--- src/rtl/quad_rr_mux4_1_if.sv ---
// Handshake bundle for the 4-way round-robin merge: four valid/ready input
// channels plus the registered merged output, its source index and transfer count.
interface quad_rr_mux4_1_if;
  logic [3:0] InA, InB, InC, InD;
  logic       ValA, ValB, ValC, ValD;
  logic       RdyA, RdyB, RdyC, RdyD;
  logic [3:0] Out;
  logic [1:0] S;
  logic       OutVal;
  logic       OutRdy;
  logic [7:0] Cnt;

  modport master (
    output InA, InB, InC, InD, ValA, ValB, ValC, ValD, OutRdy,
    input  RdyA, RdyB, RdyC, RdyD, Out, S, OutVal, Cnt
  );

  modport slave (
    input  InA, InB, InC, InD, ValA, ValB, ValC, ValD, OutRdy,
    output RdyA, RdyB, RdyC, RdyD, Out, S, OutVal, Cnt
  );
endinterface

--- src/rtl/quad_rr_mux4_1.sv ---
// Round-robin 4:1 merge of 4-bit channels into one output register; 1-cycle latency,
// 1 beat/cycle. A held output with OutRdy=0 stalls every input (all Rdy low).
module quad_rr_mux4_1 (
  input  logic           clk,
  input  logic           rst_n,
  quad_rr_mux4_1_if.slave bus
);

  logic [3:0] val;
  logic [3:0] pay [4];
  logic [1:0] p;
  logic [1:0] g;
  logic       found;
  logic       accept;
  logic       in_xfer;
  logic       out_xfer;
  logic [3:0] rdy;

  logic [3:0] out_q;
  logic [1:0] s_q;
  logic       outval_q;
  logic [7:0] cnt_q;

  assign val    = {bus.ValD, bus.ValC, bus.ValB, bus.ValA};
  assign pay[0] = bus.InA;
  assign pay[1] = bus.InB;
  assign pay[2] = bus.InC;
  assign pay[3] = bus.InD;

  // Scan from farthest to nearest so the index closest to p wins.
  always_comb begin
    g     = p;
    found = 1'b0;
    for (int k = 3; k >= 0; k--) begin
      if (val[p + 2'(k)]) begin
        g     = p + 2'(k);
        found = 1'b1;
      end
    end
  end

  assign accept   = !outval_q || bus.OutRdy;
  assign in_xfer  = rst_n && accept && found;
  assign out_xfer = outval_q && bus.OutRdy;
  assign rdy      = in_xfer ? (4'b0001 << g) : 4'b0000;

  assign bus.RdyA   = rdy[0];
  assign bus.RdyB   = rdy[1];
  assign bus.RdyC   = rdy[2];
  assign bus.RdyD   = rdy[3];
  assign bus.Out    = out_q;
  assign bus.S      = s_q;
  assign bus.OutVal = outval_q;
  assign bus.Cnt    = cnt_q;

  always_ff @(posedge clk or negedge rst_n) begin
    if (!rst_n) begin
      out_q    <= 4'd0;
      s_q      <= 2'd0;
      outval_q <= 1'b0;
      cnt_q    <= 8'd0;
      p        <= 2'd0;
    end else begin
      if (in_xfer) begin
        out_q    <= pay[g];
        s_q      <= g;
        outval_q <= 1'b1;
        p        <= g + 2'd1;
      end else if (out_xfer) begin
        outval_q <= 1'b0;
      end
      if (out_xfer) begin
        cnt_q <= cnt_q + 8'd1;
      end
    end
  end

endmodule
--- src/flat_wrapper.sv ---
// flat-port wrapper written by rule: the top's interface ports become plain ports
module quad_rr_mux4_1_flat 
  (clk, rst_n, bus_InA, bus_InB, bus_InC, bus_InD, bus_ValA, bus_ValB, bus_ValC, bus_ValD, bus_OutRdy, bus_RdyA, bus_RdyB, bus_RdyC, bus_RdyD, bus_Out, bus_S, bus_OutVal, bus_Cnt);
  quad_rr_mux4_1_if bus_i ();
  input  logic clk;
  input  logic rst_n;
  input wire logic [$bits(bus_i.InA)-1:0] bus_InA;
  input wire logic [$bits(bus_i.InB)-1:0] bus_InB;
  input wire logic [$bits(bus_i.InC)-1:0] bus_InC;
  input wire logic [$bits(bus_i.InD)-1:0] bus_InD;
  input wire logic [$bits(bus_i.ValA)-1:0] bus_ValA;
  input wire logic [$bits(bus_i.ValB)-1:0] bus_ValB;
  input wire logic [$bits(bus_i.ValC)-1:0] bus_ValC;
  input wire logic [$bits(bus_i.ValD)-1:0] bus_ValD;
  input wire logic [$bits(bus_i.OutRdy)-1:0] bus_OutRdy;
  output wire logic [$bits(bus_i.RdyA)-1:0] bus_RdyA;
  output wire logic [$bits(bus_i.RdyB)-1:0] bus_RdyB;
  output wire logic [$bits(bus_i.RdyC)-1:0] bus_RdyC;
  output wire logic [$bits(bus_i.RdyD)-1:0] bus_RdyD;
  output wire logic [$bits(bus_i.Out)-1:0] bus_Out;
  output wire logic [$bits(bus_i.S)-1:0] bus_S;
  output wire logic [$bits(bus_i.OutVal)-1:0] bus_OutVal;
  output wire logic [$bits(bus_i.Cnt)-1:0] bus_Cnt;
  assign bus_i.InA = bus_InA;
  assign bus_i.InB = bus_InB;
  assign bus_i.InC = bus_InC;
  assign bus_i.InD = bus_InD;
  assign bus_i.ValA = bus_ValA;
  assign bus_i.ValB = bus_ValB;
  assign bus_i.ValC = bus_ValC;
  assign bus_i.ValD = bus_ValD;
  assign bus_i.OutRdy = bus_OutRdy;
  assign bus_RdyA = bus_i.RdyA;
  assign bus_RdyB = bus_i.RdyB;
  assign bus_RdyC = bus_i.RdyC;
  assign bus_RdyD = bus_i.RdyD;
  assign bus_Out = bus_i.Out;
  assign bus_S = bus_i.S;
  assign bus_OutVal = bus_i.OutVal;
  assign bus_Cnt = bus_i.Cnt;
  quad_rr_mux4_1 u_core (.clk(clk), .rst_n(rst_n), .bus(bus_i));
endmodule
--- config.mk ---
export PLATFORM = sky130hd
export DESIGN_NAME = quad_rr_mux4_1_flat
export DESIGN_NICKNAME = d
export VERILOG_FILES = /design/src/rtl/quad_rr_mux4_1_if.sv /design/src/rtl/quad_rr_mux4_1.sv /design/src/flat_wrapper.sv
export SDC_FILE = /design/constraint.sdc
export NUM_CORES = 1
export LEC_CHECK = 0
export ABC_AREA = 1
export BUFFER_PORTS_ARGS = -buffer_cell sky130_fd_sc_hd__clkbuf_2
export CAP_MARGIN = 0
export CORE_MARGIN = 3
export CORE_UTILIZATION = 40
export CTS_CLUSTER_SIZE = 28
export DETAILED_ROUTE_END_ITERATION = 7
export PLACE_DENSITY = 0.76
export SLEW_MARGIN = 20
export SYNTH_ARGS = -nofsm -noshare
export SYNTH_HDL_FRONTEND = slang
export SYNTH_SLANG_ARGS = --single-unit
--- constraint.sdc ---
create_clock -name clk -period 2.3 [get_ports clk]
set_input_delay 0.46 -clock clk [delete_from_list [all_inputs] [get_ports clk]]
set_output_delay 0.46 -clock clk [all_outputs]
set_load 0.05 [all_outputs]
; Word-level counts from Yosys, hierarchy flattened
; Index checks and enable logic that the tools add are counted.
[totals]
output_inout_bits = 19
in_bits = 23
ff_bits = 17
[classes]
bitwise = 1
reduce_logical = 6
n_lt_le_gt_ge = 5
n_mux = 22
add_sub_neg = 5
shift = 1
[ops]
columns = cell, count
row1 = "less-than comparator 2 x 3 -> 1 bit, second input constant", 4
row2 = 2-to-1 mux 4 bit, 3
row3 = 2-to-1 mux 1 bit, 10
row4 = "adder 8 x 1 -> 8 bit, second input constant", 1
row5 = binary-select mux 1 bit (select 2 bit), 4
row6 = binary-select mux 4 bit (select 2 bit), 1
row7 = 2-to-1 mux 2 bit, 4
row8 = "adder 2 x 1 -> 2 bit, second input constant", 2
row9 = "adder 2 bit, second input constant", 2
row10 = "left shift 1 x 2 -> 4 bit, first input constant", 1
row11 = ">= comparator 3 bit, second input constant", 1
row12 = logical AND 1 bit, 3
row13 = NOT 2 -> 3 bit, 1
row14 = nonzero test 2 bit, 1
row15 = logical NOT 1 bit, 1
row16 = logical OR 1 bit, 1

; Logic depth before layout (Yosys ltp)
; Gate-level depths: netlist of the first run.
[depth]
word_depth = 11
ltp_mapped = 14
depth_no_buf = 14

; Worst setup path after synthesis of the first run
; No wires, ideal clock.
[synth_path]
path_type = reg2out
start = register u_core.p[0]
end = output port bus_RdyD
t_required_ns = 1.840
arrival_ns = 1.882
slack_ns = -0.042
path_buffers = 1
path_stages_with_launch = 11
cell_sequence = dfrtp_1 -> inv_2 -> nand2_1 -> nand2_2 -> nand2_1 -> nand2_1 -> inv_2 -> nand3_1 -> nand3_4 -> buf_6 -> nor3_2
[synth_between]
elab_chain_len = 9
word_cells_on_any_way = 22
classes_between = 3 x add/sub / 1 x shift / 17 x mux / 1 x reduce/logical
[synth_lines]
columns = item, line
row1 = "start, declared", quad_rr_mux4_1.sv:11  ; logic [1:0] p;
row2 = "start signal, assigned", quad_rr_mux4_1.sv:68  ; p <= g + 2'd1;
row3 = adder 2 bit, "quad_rr_mux4_1.sv:35, quad_rr_mux4_1.sv:36"
row4 = binary-select mux 1 bit (select 2 bit), quad_rr_mux4_1.sv:35  ; if (val[p + 2'(k)]) begin
row5 = 2-to-1 mux 1 bit (not written as such), quad_rr_mux4_1.sv:35
row6 = 2-to-1 mux 2 bit or 2-to-1 mux 1 bit (tied branches) (4 in a row), quad_rr_mux4_1.sv:35
row7 = left shift 1 x 2 -> 4 bit or logical AND 1 bit (tied branches), "quad_rr_mux4_1.sv:45, quad_rr_mux4_1.sv:43"
row8 = 2-to-1 mux 4 bit *, quad_rr_mux4_1.sv:45  ; assign rdy = in_xfer ? (4'b0001 << g) : 4'b0000;
row9 = "end, declared", flat_wrapper.sv:19  ; output wire logic [$bits(bus_i.RdyD)-1:0] bus_RdyD;
; Mark *: on every way between the ends. The rest lies on a longest branch, timed or not. The select of a mux whose other input is x is not followed.

; Worst setup path in the final report of the first run
[layout_path]
start = register u_core.p[0]
end = output port bus_RdyC
[layout_between]
elab_chain_len = 9
word_cells_on_any_way = 22
classes_between = 3 x add/sub / 1 x shift / 17 x mux / 1 x reduce/logical
[layout_lines]
columns = item, line
row1 = adder 2 bit, "quad_rr_mux4_1.sv:35, quad_rr_mux4_1.sv:36"
row2 = binary-select mux 1 bit (select 2 bit), quad_rr_mux4_1.sv:35
row3 = 2-to-1 mux 1 bit (not written as such), quad_rr_mux4_1.sv:35
row4 = 2-to-1 mux 2 bit or 2-to-1 mux 1 bit (tied branches) (4 in a row), quad_rr_mux4_1.sv:35
row5 = left shift 1 x 2 -> 4 bit or logical AND 1 bit (tied branches), "quad_rr_mux4_1.sv:45, quad_rr_mux4_1.sv:43"
row6 = 2-to-1 mux 4 bit *, quad_rr_mux4_1.sv:45
row7 = "end, declared", flat_wrapper.sv:18  ; output wire logic [$bits(bus_i.RdyC)-1:0] bus_RdyC;
; Marked as above.

==> reports/metrics.csv, run 1 <==
stage,metric,value,unit
yosys,yosys-top-cells-area,"dfrtp_1 35%, nand3_1 13%, nand2_1 12%, nand2_4 6.5%, inv_1 4.7%",
worst_setup_path,r2r_start,u_core.p[0],
worst_setup_path,endpoint_kind,primary output,
finish,area_growth,45.49,%
finish,fin_util,62.62,%
clock_network,root_buffer,clkbuf_4,
global_routing,use_met3,2.340,%
worst_setup_path,r2r_cells,17,
sta,finClkSkew,6.451,ps
flow_run,cap_viol_max_count,0,
finish,num_antenna_cells,0,
route,dr.pass1.iters,4,
yosys,avgSynthCellArea,7.840,µm²
worst_setup_path,reg2reg_slack,410,ps
yosys,synth_area,1207,µm²
clock_network,insertion_delay,290,ps
clock_network,cts_tree,built,
floorplan,boundaryPins,42,
sta,finalCritPeriodShare,104.6,%
global_routing,grt_util_met1,22.13,%
floorplan,core-area,2805,µm²
global_routing,grt_pass1_wl,4540,µm
sta,finalHoldWorstSlack,152.9,ps
floorplan,start_util,43.04,%
placement,io_buffers,41,
route,antenna_left,0,
yosys,yosysUniqueCellTypes,25,
placement,dpl.hpwl,2314,µm
worst_setup_path,reg2reg_to,u_core.bus.Out[0],
clock_network,clock_sinks,17,
finish,final_nets,243,
route,drt_iter0_drc,91,
worst_setup_path,crit_arrival,1950,ps
run_status,run_status,finished with violations,
clock_network,numCtsBuffers,3,
route,wl_per_cell,11.55,µm
yosys,yosysWarnings,0,
yosys,yosys.area.top_type_share,35.23,%
global_routing,grt-ovfl-total,0,
finish,layout.cells.most_common,clkbuf_2,
sta,fin_crit,2406,ps
global_routing,grt_pass1_vias,1102,
placement,gp_congestion,0.8448,
global_routing,use_met2,24.89,%
sta,setup_viol,4,
finish,layout-drive-gt1-share,52.75,%
sta,setup_slack,-105.9,ps
route,via_per_inst,4.827,
route,drc,0,
sta,tns,-327.2,ps
worst_setup_path,worstSetupPathType,reg2out,
global_routing,antenna_found_initial,0,
floorplan,die_h,60.94,µm
floorplan,dieArea,3714,µm²
sta,slew_viol_final,0,
global_routing,busiest_layer,met2,
placement,dpl_cell_area,1577,µm²
sta,relSlewSlack,78.87,%
hold_path,hp-class,in2async,
worst_setup_path,endpoint,bus_RdyC,
yosys,synth_top_area_cell,dfrtp_1,
yosys,ys_ff_latch,17,
finish,finalInstanceArea,1757,µm²
floorplan,row_count,19,
global_routing,grtUsageTotal,16.03,%
finish,fillers,262,
run_status,violations,negative setup slack,
route,num_vias,1202,
worst_setup_path,startpoint_type,register,
clock_network,htree_num_levels,1,
clock_network,clockBufferDepth,2,
worst_setup_path,cp.required,1840,ps
finish,final_cell_mix,"37 x clkbuf_2, 30 x nand2_1, 26 x nand3_1, 18 x buf_4, 16 x nand2_2",
worst_setup_path,crit_fanout,6,
sta,rsz0062_at_grt,yes,
yosys,yosysSeqAreaShare,35.23,%
route,routed_wl,2877,µm
clock_network,cts_hold_buffers,0,
yosys,synthesis.nets,178,
worst_setup_path,startpoint,u_core.p[0],
yosys,syn_inst,154,
sta,max_freq,0.4157,GHz
global_routing,grt_max_degree,18,
sta,tightest_slew,314.5,ps
floorplan,die_w,60.94,µm
clock_network,clk_pin_slew,100,ps
sta,hold_violations,0,
## synthesized netlist by cell type, drive strengths merged
library cell and count:
ha 1, nor3b 1, nand2 53, a21oi 1
mux2 1, xnor2 1, inv 20, nor2 7
o21ai 3, o211ai 1, buf 2, nand3 35
xor2 6, nor3 4, clkinv 1, dfrtp 17
## repair_timing
| item | 4_1_cts | 5_1_grt |
|---|---|---|
| pin swaps | 9 | 12 |
| cloned | 0 | 0 |
| endpoints found under the setup margin | 4 | 4 |
| buffers inserted | 2 | 7 |
| endpoints found under the hold margin | 0 | 0 |
| gates resized for setup | 18 | 10 |
## worst max-delay path, stage by stage (launching register included)
cell and delay [ps]:
dfrtp_2 470, inv_4 100, buf_6 90, nand2_2 60
nand3_2 70, nand2_2 60, inv_4 60, nand2_2 50
nand2_4 100, nand2_4 70, nand2_4 70, nand2_4 70
nor2_4 120, nand2_2 70, inv_2 60, buf_12 130
## cell type report
type	instances	area (µm²)	area share [%]
Sequential cell	17	427.9	24.36
Inverter	21	86.33	4.915
Timing Repair Buffer	62	429.2	24.43
Multi-Input combinational cell	114	747.0	42.52
Tap cell	31	38.79	2.208
Clock buffer	3	22.52	1.282
Clock inverter	1	5.005	0.2849
## per-stage QoR
stage	worst slack [ps]	std cells
CTS	-107.6	242
floorplan	151.0	154
global route	-218.7	249
detailed placement	89.49	236
finish	-105.9	249
global placement	121.8	236
## metal layers
metal  part of all wire (%)  vias to the layer above
met1                     47                      531
met2                     45                       47
met5                      0                        -
met4                   0.63                        0
li1                       -                      620
met3                    7.4                        4
## worst min path at each step
| stage | from | to | slack (ps) | cells after the start |
|---|---|---|---|---|
| 2_1_floorplan | rst_n | u_core.bus.Cnt[0] | 160 | 0 |
| 6_report | rst_n | u_core.bus.Cnt[4] | 150 | 2 |
| 5_1_grt | rst_n | u_core.bus.Out[3] | 150 | 2 |
| 3_5_place_dp | u_core.bus.Cnt[7] | u_core.bus.Cnt[7] | 470 | 1 |
| 4_1_cts | rst_n | u_core.bus.Cnt[4] | 160 | 2 |
| 3_3_place_gp | u_core.bus.Cnt[7] | u_core.bus.Cnt[7] | 460 | 1 |
## state kept, by name, indices dropped and copies added (netlist names)
| register | cells |
|---|---|
| u_core.p | 2 |
| u_core.bus.S | 2 |
| u_core.bus.OutVal | 1 |
| u_core.bus.Out | 4 |
| u_core.bus.Cnt | 8 |
## kinds of logic after synthesis
family,Yosys count,synth area share (%)
adders and majority gates,1,1.036
AOI/OAI and AO/OA,5,3.004
buffers and inverters,23,8.497
DFF,17,35.23
xor gates and xnor gates,7,5.078
muxes,1,0.9326
and+or+nand+nor,100,46.22
Power of run 1 is not shown: default switching activity piles up to over one toggle a cycle in this logic, so the estimate is an artifact.
==> run 2: changes to the inputs <==
CORE_ASPECT_RATIO = 1.75   (was not set)
==> run 2 against run 1 <==
Compared with the run above:
- the flow still finishes with violations (negative setup slack)
- global-route usage is 1.5 points higher
- largest cell class unchanged
- critical endpoint unchanged
- count of clock-buffer cells in the layout up 1
- sequential cell count stayed put
==> reports/metrics.csv, run 2 (same netlist as run 1, synthesis figures left out) <==
stage,metric,value,unit
placement,io_buffers,41,
worst_setup_path,cp.required,1840,ps
worst_setup_path,reg2reg_slack,350,ps
global_routing,grt_pass1_wl,4968,µm
worst_setup_path,crit_arrival,1930,ps
sta,max_freq,0.4192,GHz
route,num_vias,1213,
sta,finClkSkew,3.035,ps
floorplan,boundaryPins,42,
placement,dpl_cell_area,1519,µm²
clock_network,root_buffer,clkbuf_8,
worst_setup_path,r2r_start,u_core.p[0],
worst_setup_path,reg2reg_to,u_core.bus.Out[2],
floorplan,die_w,47.53,µm
clock_network,clock_sinks,17,
clock_network,cts_tree,built,
clock_network,clockBufferDepth,2,
route,routed_wl,3005,µm
placement,gp_congestion,0.7882,
global_routing,grt_pass1_vias,1213,
hold_path,hp-class,in2async,
finish,layout.cells.most_common,clkbuf_2,
run_status,run_status,finished with violations,
sta,tightest_slew,305.5,ps
clock_network,htree_num_levels,1,
run_status,violations,negative setup slack,
global_routing,grt_max_degree,18,
finish,fin_util,64.22,%
sta,relSlewSlack,79.48,%
floorplan,core-area,2784,µm²
floorplan,dieArea,3740,µm²
worst_setup_path,worstSetupPathType,reg2out,
route,drt_iter0_drc,10,
finish,final_cell_mix,"37 x clkbuf_2, 27 x nand2_1, 27 x nand3_1, 19 x buf_4, 17 x nand2_2",
finish,largest_reg_flops,8,
floorplan,start_util,43.37,%
sta,fin_crit,2386,ps
floorplan,row_count,25,
route,wl_per_cell,12.22,µm
sta,finalCritPeriodShare,103.7,%
placement,place_ws,65.40,ps
route,antenna_left,0,
clock_network,insertion_delay,250,ps
sta,setup_slack,-85.52,ps
worst_setup_path,r2r_cells,12,
worst_setup_path,startpoint_type,register,
global_routing,grt-ovfl-total,0,
route,dr.pass1.iters,4,
clock_network,numCtsBuffers,3,
clock_network,clk_pin_slew,60,ps
global_routing,antenna_found_initial,0,
sta,slew_viol_final,0,
sta,setup_viol,4,
finish,finalInstanceArea,1788,µm²
flow_run,cap_viol_max_count,0,
route,drc,0,
finish,num_antenna_cells,0,
global_routing,grtUsageTotal,17.51,%
finish,final_nets,244,
worst_setup_path,endpoint_kind,primary output,
floorplan,die_h,78.68,µm
placement,dpl.hpwl,2290,µm
finish,layout-drive-gt1-share,53.42,%
finish,area_growth,48.08,%
sta,hold_violations,0,
sta,rsz0062_at_grt,yes,
worst_setup_path,crit_fanout,7,
route,via_per_inst,4.931,
-- run 2: cell count changes in the layout (fill, tap and decap cells not counted), moves of 2 or more --
cell / previous run / this run
clkbuf_4: 3 / 0
nand2_4: 7 / 9
nand2_1: 30 / 27
clkbuf_8: 0 / 3
-- run 2: final cells by class --
cell class,count,area (µm²)
inverter,21,90.09
sequential,17,427.9
tap,27,33.78
fill,228,996.0
clock buffer,4,45.04
multi-input combinational,114,759.5
timing repair buffer,63,431.7
-- run 2: metal layers --
metal	global-route usage (%)	wire (µm)	vias to the layer above
li1	-	-	621
met2	30.91	1706	31
met1	20.72	1160	559
met5	0	0	-
met3	2.064	116	2
met4	5.391	22	0
-- run 2: how the worst max path moves through the flow --
stage | end | cells after the start | slack [ps] | startpoint
2_1_floorplan | bus_RdyB | 13 | 150 | u_core.p[0]
3_3_place_gp | bus_RdyD | 12 | 70 | u_core.p[0]
3_5_place_dp | bus_RdyB | 15 | 70 | bus_ValD
4_1_cts | bus_RdyA | 11 | -50 | u_core.p[0]
5_1_grt | bus_RdyC | 14 | -190 | u_core.p[0]
6_report | bus_RdyC | 14 | -90 | u_core.p[0]
-- run 2: repair_timing --
item,CTS,global route
endpoints found under the setup margin,4,4
pin swaps,13,14
hold buffers,0,0
buffers inserted,10,5
gates resized for setup,29,7
-- run 2: worst max-delay path, stage by stage (launching register included) --
cell and delay (ps):
dfrtp_2 480, inv_4 110, nand2_1 60, nand2_2 80, nand2_2 70, nand2_2 80, nand2_2 70, nand2_4 100
nand2_4 70, nand2_4 70, nand2_4 70, nor2_4 120, nand2_2 80, inv_2 70, buf_12 130
-- run 2: per-stage QoR --
| stage | TNS [ps] | instances | hold WS, ps |
|---|---|---|---|
| floorplan | 0 | 154 | 164.4 |
| global placement | 0 | 227 | 456.8 |
| detailed placement | 0 | 227 | 466.5 |
| CTS | -162.8 | 241 | 217.4 |
| global route | -661.8 | 246 | 220.1 |
| finish | -221.0 | 246 | 207.3 |
Power of run 2 is left out for the same reason.
==> run 3: changes to the inputs <==
ABC_AREA = 0   (was 1)
CORE_MARGIN = not set   (was 3)
PLACE_DENSITY = 0.79   (was 0.76)
==> run 3 against run 2 <==
Compared with the run above:
- the flow now finishes without violations
- die area is 30% lower
- first-iteration DRC count is 30% lower
- routed wire length is 17% lower
- sequential cell count stayed put
- worst hold slack better by 1.9 ps
- maximum frequency is 4.5% higher
- worst setup slack better by 100 ps
- core utilization is 2.3 points lower
==> reports/metrics.csv, run 3 <==
stage,metric,value,unit
run_status,run_status,finished clean,
clock_network,insertion_delay,250,ps
route,antenna_left,0,
placement,gp_congestion,0.7731,
finish,layout.cells.most_common,clkbuf_2,
yosys,yosys-top-cells-area,"dfrtp_1 44%, mux2_4 4.6%, xnor2_1 4.5%, nand2b_1 3.9%, nand2_1 3.5%",
yosys,ys_ff_latch,17,
flow_run,cap_viol_max_count,0,
sta,tightest_slew,394.0,ps
clock_network,clk_pin_slew,60,ps
power,power.total,1780,µW
floorplan,boundaryPins,42,
hold_path,hp-class,in2async,
yosys,synth_top_flop_cell,dfrtp_1,
sta,finalCritPeriodShare,99.26,%
route,routed_wl,2499,µm
sta,relSlewSlack,73.45,%
power,ir_worst_vdd,853.8,µV
yosys,yosysWarnings,0,
floorplan,core-area,2302,µm²
yosys,avgSynthCellArea,10.11,µm²
finish,layout-drive-gt1-share,49.34,%
yosys,async_flop_share,100.0,%
floorplan,row_count,23,
power,switching_power,880.9,µW
power,swShare,49.50,%
yosys,synth_edf_count,0,
worst_setup_path,startpoint_type,register,
power,pwr-share-seq,29.5,%
route,num_vias,915,
floorplan,dieArea,2636,µm²
route,drc,0,
worst_setup_path,worstSetupPathType,reg2out,
clock_network,root_buffer,clkbuf_8,
clock_network,numCtsBuffers,3,
clock_network,cts_tree,built,
power,pwr_density_cell,1248,nW/µm²
yosys,synthesis.nets,120,
route,dr.pass1.iters,4,
yosys,yosysSeqAreaShare,43.81,%
clock_network,htree_num_levels,1,
yosys,synth_top_area_cell,dfrtp_1,
sta,hold_violations,0,
placement,dpl.hpwl,1943,µm
yosys,synth_area,970.9,µm²
yosys,yosys-top-cells-count,"17 x dfrtp_1, 9 x nand2_1, 7 x nor2_1",
sta,finalHoldWorstSlack,209.2,ps
yosys,yosysUniqueCellTypes,35,
floorplan,die_h,67.18,µm
power,p_int,898.6,µW
yosys,yosys.area.top_type_share,43.81,%
global_routing,grtUsageTotal,21.17,%
finish,area_growth,46.91,%
sta,rsz0062_at_grt,yes,
power,p_comb_share,57.9,%
floorplan,die_w,39.25,µm
sta,fin_crit,2283,ps
global_routing,antenna_found_initial,0,
worst_setup_path,cp.required,1840,ps
clock_network,clock_sinks,17,
clock_network,clockBufferDepth,2,
finish,final_nets,177,
placement,io_buffers,41,
worst_setup_path,r2r_cells,6,
global_routing,grt_max_degree,18,
worst_setup_path,crit_fanout,3,
yosys,yosys.cell_count.top_type,dfrtp_1,
finish,final_cell_mix,"37 x clkbuf_2, 17 x dfrtp_1, 14 x buf_4, 8 x nand2_1, 6 x nand2b_1",
power,p_clk_share,12.6,%
finish,largest_reg_flops,8,
worst_setup_path,endpoint_kind,primary output,
route,drt_iter0_drc,7,
sta,slew_viol_final,0,
sta,max_freq,0.4380,GHz
route,via_per_inst,5.169,
power,power.leakage,0.0007222,µW
sta,finClkSkew,1.369,ps
worst_setup_path,crit_arrival,1820,ps
sta,setup_viol,0,
global_routing,grt_pass1_wl,3726,µm
route,wl_per_cell,14.12,µm
global_routing,grt-ovfl-total,0,
finish,num_antenna_cells,0,
yosys,syn_inst,96,
global_routing,grt_pass1_vias,869,
floorplan,start_util,42.17,%
==> run 3: worst max-delay path, stage by stage, from the launching register on <==
cell	delay [ps]
dfrtp_1	410
and3b_1	190
or4_4	490
and2_4	180
nor3_4	130
buf_8	170
==> run 3: cells by family after synthesis <==
logic type      after synthesis  synth area share [%]
compound gates               22                 17.27
xor+xnor                      8                 7.217
fa+ha+maj                     1                 1.288
buf+inv                       5                 2.834
flops                        17                 43.81
mux                           5                 6.830
simple gates                 38                 20.75
==> run 3: timing repair <==
item                       CTS  global route
pin swaps                    0             2
hold buffers                 0             0
gates resized for setup      6            13
setup endpoints to repair    4             4
buffers inserted             1             1
hold endpoints to repair     0             0
==> run 3: final timing paths <==
check                      slack, ps              start                 to
max                               20        u_core.p[1]           bus_RdyC
min                              210              rst_n  u_core.bus.Cnt[2]
max reg2reg                      300        u_core.p[0]  u_core.bus.Out[0]
min reg2reg                      480  u_core.bus.Cnt[7]  u_core.bus.Cnt[7]
max in group asynchronous       1910              rst_n  u_core.bus.Out[2]
min in group clk                 450         bus_InC[3]  u_core.bus.Out[3]
==> run 3: power groups by stage <==
stage	clock, µW	sequential (µW)	combinational (µW)
after floorplan	0	867	359
after global placement	0	522	936
after detailed placement	0	535	953
after CTS	229	526	990
after global routing	232	540	1100
final	223	526	1030
==> run 3: layout make-up <==
cell class / instances / area [µm²]
Timing Repair Buffer: 54 / 336.6
Multi-Input combinational cell: 74 / 575.6
Inverter: 3 / 11.26
Fill cell: 212 / 875.8
Clock inverter: 1 / 5.005
Sequential cell: 17 / 425.4
Clock buffer: 3 / 41.29
Tap cell: 25 / 31.28
==> run 3: metrics by stage <==
step	utilization (%)	setup slack [ps]	area (µm²)	setup TNS, ps	instances
after floorplan	-	-136.3	978.4	-280.3	96
after global placement	56.30	-26.88	1296	-26.88	171
after detailed placement	56.30	-30.35	1296	-30.35	171
after CTS	59.46	-23.69	1369	-23.69	176
after global routing	61.96	-21.74	1426	-26.49	177
final	61.96	17.09	1426	0	177
==> run 3: metal layers <==
layer	up-vias	global-route usage (%)	wire length, µm
li1	451	-	-
met1	425	22.61	919
met2	34	36.46	1374
met3	5	3.947	145
met4	0	12.93	60
met5	-	0	0
No activity file was read; power rests on OpenSTA's default activity.
